<file path="src/rtl/video_pattern_gen.sv">
// Parametrised raster timing generator with bars/grid/gradient/solid test patterns and a frame-start marker.
// Define VPG_SCROLL_EN to make the colour bars scroll left by one pixel per frame.
module video_pattern_gen #(
    parameter int H_ACTIVE = 1280,
    parameter int H_FP     = 110,
    parameter int H_SYNC   = 40,
    parameter int H_BP     = 220,
    parameter int V_ACTIVE = 720,
    parameter int V_FP     = 5,
    parameter int V_SYNC   = 5,
    parameter int V_BP     = 20,
    parameter int HS_POL   = 1,
    parameter int VS_POL   = 1,
    parameter int DW       = 8,
    parameter int NUM_BARS = 8,
    parameter int GRID     = 32
) (
    input  logic            clk,
    input  logic            arst,
    input  logic            en,
    input  logic [1:0]      mode,
    input  logic [3*DW-1:0] solid_rgb,
    output logic            hs,
    output logic            vs,
    output logic            de,
    output logic [DW-1:0]   rgb_r,
    output logic [DW-1:0]   rgb_g,
    output logic [DW-1:0]   rgb_b,
    output logic            frame_start
);
    localparam int H_TOTAL = H_ACTIVE + H_FP + H_SYNC + H_BP;
    localparam int V_TOTAL = V_ACTIVE + V_FP + V_SYNC + V_BP;
    localparam int H_W     = $clog2(H_TOTAL);
    localparam int V_W     = $clog2(V_TOTAL);
    localparam int X_W     = $clog2(H_ACTIVE + 1);
    localparam int G_W     = $clog2(GRID + 1);
    localparam int BW      = H_ACTIVE / NUM_BARS;

    localparam logic [H_W-1:0] H_LAST = H_W'(H_TOTAL - 1);
    localparam logic [H_W-1:0] H_ACT  = H_W'(H_ACTIVE);
    localparam logic [H_W-1:0] HS_BEG = H_W'(H_ACTIVE + H_FP);
    localparam logic [H_W-1:0] HS_END = H_W'(H_ACTIVE + H_FP + H_SYNC);
    localparam logic [V_W-1:0] V_LAST = V_W'(V_TOTAL - 1);
    localparam logic [V_W-1:0] V_ACT  = V_W'(V_ACTIVE);
    localparam logic [V_W-1:0] VS_BEG = V_W'(V_ACTIVE + V_FP);
    localparam logic [V_W-1:0] VS_END = V_W'(V_ACTIVE + V_FP + V_SYNC);
    localparam logic [X_W-1:0] X_LAST   = X_W'(H_ACTIVE - 1);
    localparam logic [X_W-1:0] BW_LAST  = X_W'(BW - 1);
    localparam logic [X_W-1:0] BAR_LAST = X_W'(NUM_BARS - 1);
    localparam logic [G_W-1:0] G_LAST   = G_W'(GRID - 1);
    localparam logic HS_ON = (HS_POL != 0);
    localparam logic VS_ON = (VS_POL != 0);

    // Bar tracker: scrolled x, pixel position inside the bar, bar index.
    typedef struct packed {
        logic [X_W-1:0] xs;
        logic [X_W-1:0] pix;
        logic [X_W-1:0] idx;
    } bar_t;

    function automatic bar_t bar_step(input bar_t b);
        bar_t n;
        n = b;
        if (b.xs == X_LAST) begin
            n = '0;
        end else begin
            n.xs = b.xs + 1'b1;
            // The last bar never wraps, so it soaks up the H_ACTIVE remainder.
            if (b.idx != BAR_LAST && b.pix == BW_LAST) begin
                n.pix = '0;
                n.idx = b.idx + 1'b1;
            end else begin
                n.pix = b.pix + 1'b1;
            end
        end
        return n;
    endfunction

    function automatic logic [3*DW-1:0] bar_colour(input logic [2:0] idx);
        logic [2:0] c;
        case (idx)
            3'd0:    c = 3'b111;
            3'd1:    c = 3'b110;
            3'd2:    c = 3'b011;
            3'd3:    c = 3'b010;
            3'd4:    c = 3'b101;
            3'd5:    c = 3'b100;
            3'd6:    c = 3'b001;
            default: c = 3'b000;
        endcase
        return {{DW{c[2]}}, {DW{c[1]}}, {DW{c[0]}}};
    endfunction

    logic [H_W-1:0]  h_cnt, h_nx;
    logic [V_W-1:0]  v_cnt, v_nx;
    logic [G_W-1:0]  gx, gy, gx_nx, gy_nx;
    logic [1:0]      mode_q, cur_mode;
    logic [3*DW-1:0] solid_q, cur_solid, pix_rgb;
    logic            at_origin, act;
    bar_t            bar, bar_nx, bar_st, bar_fr;

`ifdef VPG_SCROLL_EN
    // bar_st: start state for the next frame; bar_fr: start state of the frame in flight.
    always_ff @(posedge clk or posedge arst) begin
        if (arst) begin
            bar_st <= '0;
            bar_fr <= '0;
        end else if (en && at_origin) begin
            bar_fr <= bar_st;
            bar_st <= bar_step(bar_st);
        end
    end
`else
    assign bar_st = '0;
    assign bar_fr = '0;
`endif

    always_comb begin
        at_origin = (h_cnt == '0) && (v_cnt == '0);
        act       = (h_cnt < H_ACT) && (v_cnt < V_ACT);
        cur_mode  = at_origin ? mode : mode_q;
        cur_solid = at_origin ? solid_rgb : solid_q;

        case (cur_mode)
            2'd0:    pix_rgb = bar_colour(3'(bar.idx));
            2'd1:    pix_rgb = (gx == '0 || gy == '0) ? '1 : '0;
            2'd2:    pix_rgb = {3{DW'(h_cnt)}};
            default: pix_rgb = cur_solid;
        endcase

        h_nx   = h_cnt + 1'b1;
        v_nx   = v_cnt;
        bar_nx = bar_step(bar);
        gx_nx  = (gx == G_LAST) ? '0 : gx + 1'b1;
        gy_nx  = gy;
        if (h_cnt == H_LAST) begin
            h_nx   = '0;
            gx_nx  = '0;
            v_nx   = (v_cnt == V_LAST) ? '0 : v_cnt + 1'b1;
            gy_nx  = (v_cnt == V_LAST || gy == G_LAST) ? '0 : gy + 1'b1;
            bar_nx = (v_cnt == V_LAST) ? bar_st : bar_fr;
        end
    end

    // Output stage: everything registered, one clk behind the counters.
    always_ff @(posedge clk or posedge arst) begin
        if (arst) begin
            h_cnt       <= '0;
            v_cnt       <= '0;
            gx          <= '0;
            gy          <= '0;
            bar         <= '0;
            mode_q      <= '0;
            solid_q     <= '0;
            hs          <= ~HS_ON;
            vs          <= ~VS_ON;
            de          <= 1'b0;
            frame_start <= 1'b0;
            {rgb_r, rgb_g, rgb_b} <= '0;
        end else if (!en) begin
            h_cnt       <= '0;
            v_cnt       <= '0;
            gx          <= '0;
            gy          <= '0;
            bar         <= bar_st;
            hs          <= ~HS_ON;
            vs          <= ~VS_ON;
            de          <= 1'b0;
            frame_start <= 1'b0;
            {rgb_r, rgb_g, rgb_b} <= '0;
        end else begin
            h_cnt       <= h_nx;
            v_cnt       <= v_nx;
            gx          <= gx_nx;
            gy          <= gy_nx;
            bar         <= bar_nx;
            if (at_origin) begin
                mode_q  <= mode;
                solid_q <= solid_rgb;
            end
            hs          <= (h_cnt >= HS_BEG && h_cnt < HS_END) ? HS_ON : ~HS_ON;
            vs          <= (v_cnt >= VS_BEG && v_cnt < VS_END) ? VS_ON : ~VS_ON;
            de          <= act;
            frame_start <= at_origin;
            {rgb_r, rgb_g, rgb_b} <= act ? pix_rgb : '0;
        end
    end
endmodule
</file>
<file path="config.mk">
export PLATFORM = sky130hd
export DESIGN_NAME = video_pattern_gen
export DESIGN_NICKNAME = d
export VERILOG_FILES = /design/src/rtl/video_pattern_gen.sv
export SDC_FILE = /design/constraint.sdc
export NUM_CORES = 1
export LEC_CHECK = 0
export ABC_AREA = 1
export CELL_PAD_IN_SITES_DETAIL_PLACEMENT = 0
export CELL_PAD_IN_SITES_GLOBAL_PLACEMENT = 1
export CORE_ASPECT_RATIO = 0.7
export CORE_MARGIN = 4
export CORE_UTILIZATION = 47
export CTS_BUF_LIST = sky130_fd_sc_hd__clkbuf_16
export DETAILED_ROUTE_END_ITERATION = 10
export GPL_TIMING_DRIVEN = 0
export PLACE_DENSITY_LB_ADDON = 0.1
export SYNTH_ARGS = -nofsm -noshare
export SYNTH_HDL_FRONTEND = slang
export SYNTH_SLANG_ARGS = --single-unit
</file>
<file path="constraint.sdc">
create_clock -name clk -period 11.04 [get_ports clk]
set_clock_uncertainty 0.2 [all_clocks]
set_input_delay 2.76 -clock clk [delete_from_list [all_inputs] [get_ports clk]]
set_output_delay 2.76 -clock clk [all_outputs]
set_load 0.005 [all_outputs]
</file>
Word level (Yosys, flattened, before mapping) --
Index checks and enable logic that the tools add are counted.
Word-level totals: register bits after elaboration 120, input bits 29, output and inout port bits 28
Cells by class: add/subtract/negate cells 7, magnitude comparators 6, eq/ne operators 17, muxes and demuxes 31, reductions and logical operators 13
Operator list (number):
- 33-bit two-way mux | 3
- 24-bit two-way mux | 3
- 24-bit case mux with 3 select lines | 1
- 11-bit by 1-bit adder with 11-bit output, second input constant | 4
- 11-bit two-way mux | 4
- 6-bit two-way mux | 6
- 10-bit two-way mux | 3
- 8-bit two-way mux | 3
- 11-bit equality test, second input constant | 2
- 11-bit < comparator, second input constant | 2
- 3-bit case mux with 7 select lines | 1
- 10-bit < comparator, second input constant | 2
- 6-bit by 1-bit adder with 6-bit output, second input constant | 2
- 6-bit by 5-bit equality test with 1-bit output, second input constant | 2
- 6-bit logical NOT | 2
- 11-bit by 8-bit equality test with 1-bit output, second input constant | 1
- 11-bit >= comparator, second input constant | 1
- 11-bit logical NOT | 1
- 11-bit by 3-bit != test with 1-bit output, second input constant | 1
- 10-bit by 1-bit adder with 10-bit output, second input constant | 1
- 10-bit equality test, second input constant | 1
- 10-bit >= comparator, second input constant | 1
- 10-bit logical NOT | 1
- 3-bit equality test, second input constant | 3
- other kinds (12) | 23

Logic depth before layout (Yosys ltp) --
word-level depth 7, depth in mapped cells 14, mapped depth without buffers 13

Worst setup path after synthesis --
Ideal clock, no wire load.
path kind in2reg, start in en, end reg gy[0], setup time 0.063 ns, arrival time 3.567 ns, slack 7.210 ns, stages on the path 6, buffers on the path 0, path through inv_1 > a31oi_1 > nand2_1 > o21ai_0 > o21ai_1 > inv_1
Between the ends: cells in the longest elaborated chain, start to end 1, elaborated cells on any way between the ends 2, those cells by class eq/ne (1); mux (1)
RTL lines:
- start, declared | RTL line 20 | input logic en,
- 2-bit by 1-bit != test with 1-bit output (no line) / 6-bit two-way mux (equally long branches)
- end signal, assigned | RTL line 175 | gy <= gy_nx;
- end, declared | RTL line 96 | logic [G_W-1:0] gx, gy, gx_nx, gy_nx;
Several ways; a longest one is shown, not always the timed one. A chain may end at the register's enable or synchronous reset.

Worst setup path in the final report --
start in en, end reg rgb_b[4]
Between the ends: cells in the longest elaborated chain, start to end 1
RTL lines:
- 8-bit two-way mux | RTL line 160 | end else if (!en) begin
- end signal, assigned | RTL line 185 | {rgb_r, rgb_g, rgb_b} <= act ? pix_rgb : '0;
- end, declared | RTL line 28 | output logic [DW-1:0] rgb_b,
Every way passes these cells.

==> impl_metrics.env <==
export IMPL_drt_iter0_drc=458
export IMPL_timing_final_ws_setup_ps=6390
export IMPL_crit_required_ps=11180
export IMPL_final_net_count=886
export IMPL_synth_seq_area_share_pct=48.6
export IMPL_synth_nets=810
export IMPL_whs_ps=260
export IMPL_finalPower_mw=1.39
export IMPL_wl_mm=15.2
export IMPL_clock_sinks=120
export IMPL_ant_nets=0
export IMPL_postSynthCellCount=763
export IMPL_initial_core_util_pct=48.9
export IMPL_avgSynthCellArea_um2=8.10
export IMPL_synthArstFlopShare_pct=100
export IMPL_clkSlewWorstSetupHoldPaths_ps=60
export IMPL_gr_total_overflow=0
export IMPL_cp_end_kind="flip-flop"
export IMPL_insertion_delay_ps=410
export IMPL_power_density_nw_per_um2=182
export IMPL_cts_tree="done"
export IMPL_io_buffers=56
export IMPL_design_die_area_um2=15100
export IMPL_root_buffer="clkbuf_16"
export IMPL_maxCapViolCount=0
export IMPL_die_w_um=145
export IMPL_sequentialPowerShare_pct=37.1
export IMPL_tns_ps=0
export IMPL_yosysWarnings=0
export IMPL_final_cell_count_no_fill=1014
export IMPL_max_vdd_ir_drop_v=0.000107
export IMPL_synth_cell_types=38
export IMPL_finalSetupViolCount=0
export IMPL_grt_util_all_layers_pct=20.8
export IMPL_final_util_pct=60.4
export IMPL_numCtsBuffers=17
export IMPL_worstPathCellList="clkdlybuf4s50_1 -> o211ai_1 -> a21oi_1 -> clkbuf_1 -> o21ai_1 -> nor2_1"
export IMPL_hold_viol=0
export IMPL_vias_per_cell=5.25
export IMPL_post_cts_buffers=0
export IMPL_leakage_nw=3.54
export IMPL_fin_crit_ps=4650
export IMPL_synthTopCellsByCount="126 x nor2_1, 122 x nand2_1, 120 x dfrtp_1"
export IMPL_postLayoutCellArea_um2=7640
export IMPL_grt_pass1_vias=5110
export IMPL_htree_levels=4
export IMPL_drt_pass1_iter_count=5
export IMPL_cpPeakStageDelay_ps=610
export IMPL_p_int_mw=1.02
export IMPL_worst_slew_pin_slew_ps=669
export IMPL_synth_edf_count=0
export IMPL_arrival_ps=4790
export IMPL_drv_slew=0
export IMPL_wl_per_cell_um=14.9
export IMPL_cp_max_fo=10
export IMPL_clockPowerShare_pct=44.8
export IMPL_gp_congestion=0.815
export IMPL_std_cell_rows=34
export IMPL_area_growth_pct=23.6
export IMPL_slew_headroom_pct=55.4
export IMPL_synth_most_common_cell="nor2_1"
export IMPL_synthFlopType="dfrtp_1"
export IMPL_fmax_mhz=215
export IMPL_p_comb_share_pct=18.1
export IMPL_critPathLaunchType="input port"
export IMPL_synth_area_leaders="dfrtp_1 49%, nor2_1 7.7%, nand2_1 7.4%, inv_1 5.9%, o21ai_0 5.5%"
export IMPL_clock_path_buffers=2
export IMPL_die_h_um=104
export IMPL_synth_top_area_share_pct=48.6
export IMPL_slowest_stage="clkdlybuf4s50_1"
export IMPL_synthesis_area_um2=6180
export IMPL_antenna_found_initial=0
export IMPL_io_pins=57
export IMPL_antenna_cells=0
export IMPL_drc_errors=0
export IMPL_place_area_um2=6980
export IMPL_rsz0062_at_grt="no"
export IMPL_cts_resized=0
export IMPL_yosys_register_bits=120
export IMPL_core_area_um2=12600
export IMPL_switching_power_mw=0.373
export IMPL_vias=5322
export IMPL_drive_gt1_share_pct=7.63
export IMPL_place_hpwl_mm=10.9
export IMPL_synth_top_area_cell="dfrtp_1"
export IMPL_switching_share_pct=26.8
export IMPL_status="complete, no violations"
export IMPL_grt_first_pass_wirelength_mm=25.7
export IMPL_hold_path_class="flip-flop to flip-flop"
export IMPL_dp_cells=982
export IMPL_path_class="input port to flip-flop"
export IMPL_post_route_period_util_pct=42.1
export IMPL_hold_buffers=0
export IMPL_grt_max_degree=91
export IMPL_place_ws_ps=6060
==> power by group through the flow <==
stage	Combinational [mW]	Clock (mW)	Sequential, mW
3_3_place_gp	0.245	0	0.521
2_1_floorplan	0.140	0	0.520
5_1_grt	0.278	0.655	0.520
4_1_cts	0.253	0.632	0.515
6_report	0.252	0.623	0.515
3_5_place_dp	0.251	0	0.522
==> critical path, delay by kind of cell <==
family / cells / cell delay (ps)
buffers and inverters: 2 / 1030
AND/OR/NAND/NOR: 1 / 130
AO/OA/AOI/OAI: 3 / 860
==> path summary, 6_finish.rpt <==
| path | startpoint | end | slack, ps | cells past startpoint |
|---|---|---|---|---|
| min in group asynchronous | arst | rgb_b[6]$_DFF_PP0_ | 2500 | 2 |
| worst max-delay path | en | rgb_b[4]$_DFF_PP0_ | 6390 | 6 |
| worst min-delay path | bar[11]$_DFF_PP0_ | bar[11]$_DFF_PP0_ | 260 | 1 |
| worst max register to register | h_cnt[0]$_DFF_PP0_ | rgb_r[1]$_DFF_PP0_ | 8510 | 13 |
| worst min register to register | bar[11]$_DFF_PP0_ | bar[11]$_DFF_PP0_ | 260 | 1 |
| max in group asynchronous | arst | v_cnt[8]$_DFFE_PP0P_ | 7420 | 3 |
==> metal layers <==
| layer | global-route usage [%] | wire length (um) | vias to the layer above |
|---|---|---|---|
| met5 | 0 | 0 | - |
| met4 | 6.10 | 161 | 0 |
| met3 | 4.83 | 796 | 16 |
| met2 | 29.8 | 6400 | 143 |
| met1 | 31.5 | 7800 | 2546 |
| li1 | - | - | 2617 |
==> cell usage in the layout, fill, tap and decap left out, types with 18 or more instances in the layout <==
cell	Yosys	final
a21oi_1	24	24
clkdlybuf4s50_1	0	56
dfrtp_1	120	120
ha_1	18	18
inv_1	97	99
nand2_1	122	122
nand3_1	41	41
nor2_1	126	126
nor3_1	23	23
o21ai_0	68	68
o21ai_1	29	29
==> flip-flops by register name (all words and copies together) (netlist names) <==
name and cells:
rgb_r 8, gy 6, rgb_b 8, vs 1, solid_q 24, frame_start 1, v_cnt 10, de 1
gx 6, hs 1, rgb_g 8, mode_q 2, bar 33, h_cnt 11
==> cell families after synthesis <==
kind of cell | Yosys count | synth area share (%)
adder cells (fa/ha/maj) | 18 | 3.64
flip-flops | 120 | 48.6
AO/OA/AOI/OAI | 135 | 11.4
XOR/XNOR | 17 | 2.41
buffers and inverters | 118 | 7.98
AND/OR/NAND/NOR | 355 | 26.0
==> cell type report <==
type | count | area [um2]
timing repair buffer | 57 | 588
inverter | 99 | 377
clock inverter | 15 | 235
multi-input combinational | 525 | 2680
buffer | 19 | 121
fill | 1089 | 5000
sequential | 120 | 3000
tap | 162 | 203
clock buffer | 17 | 425
Note: power is estimated with default switching activity, not from simulation.
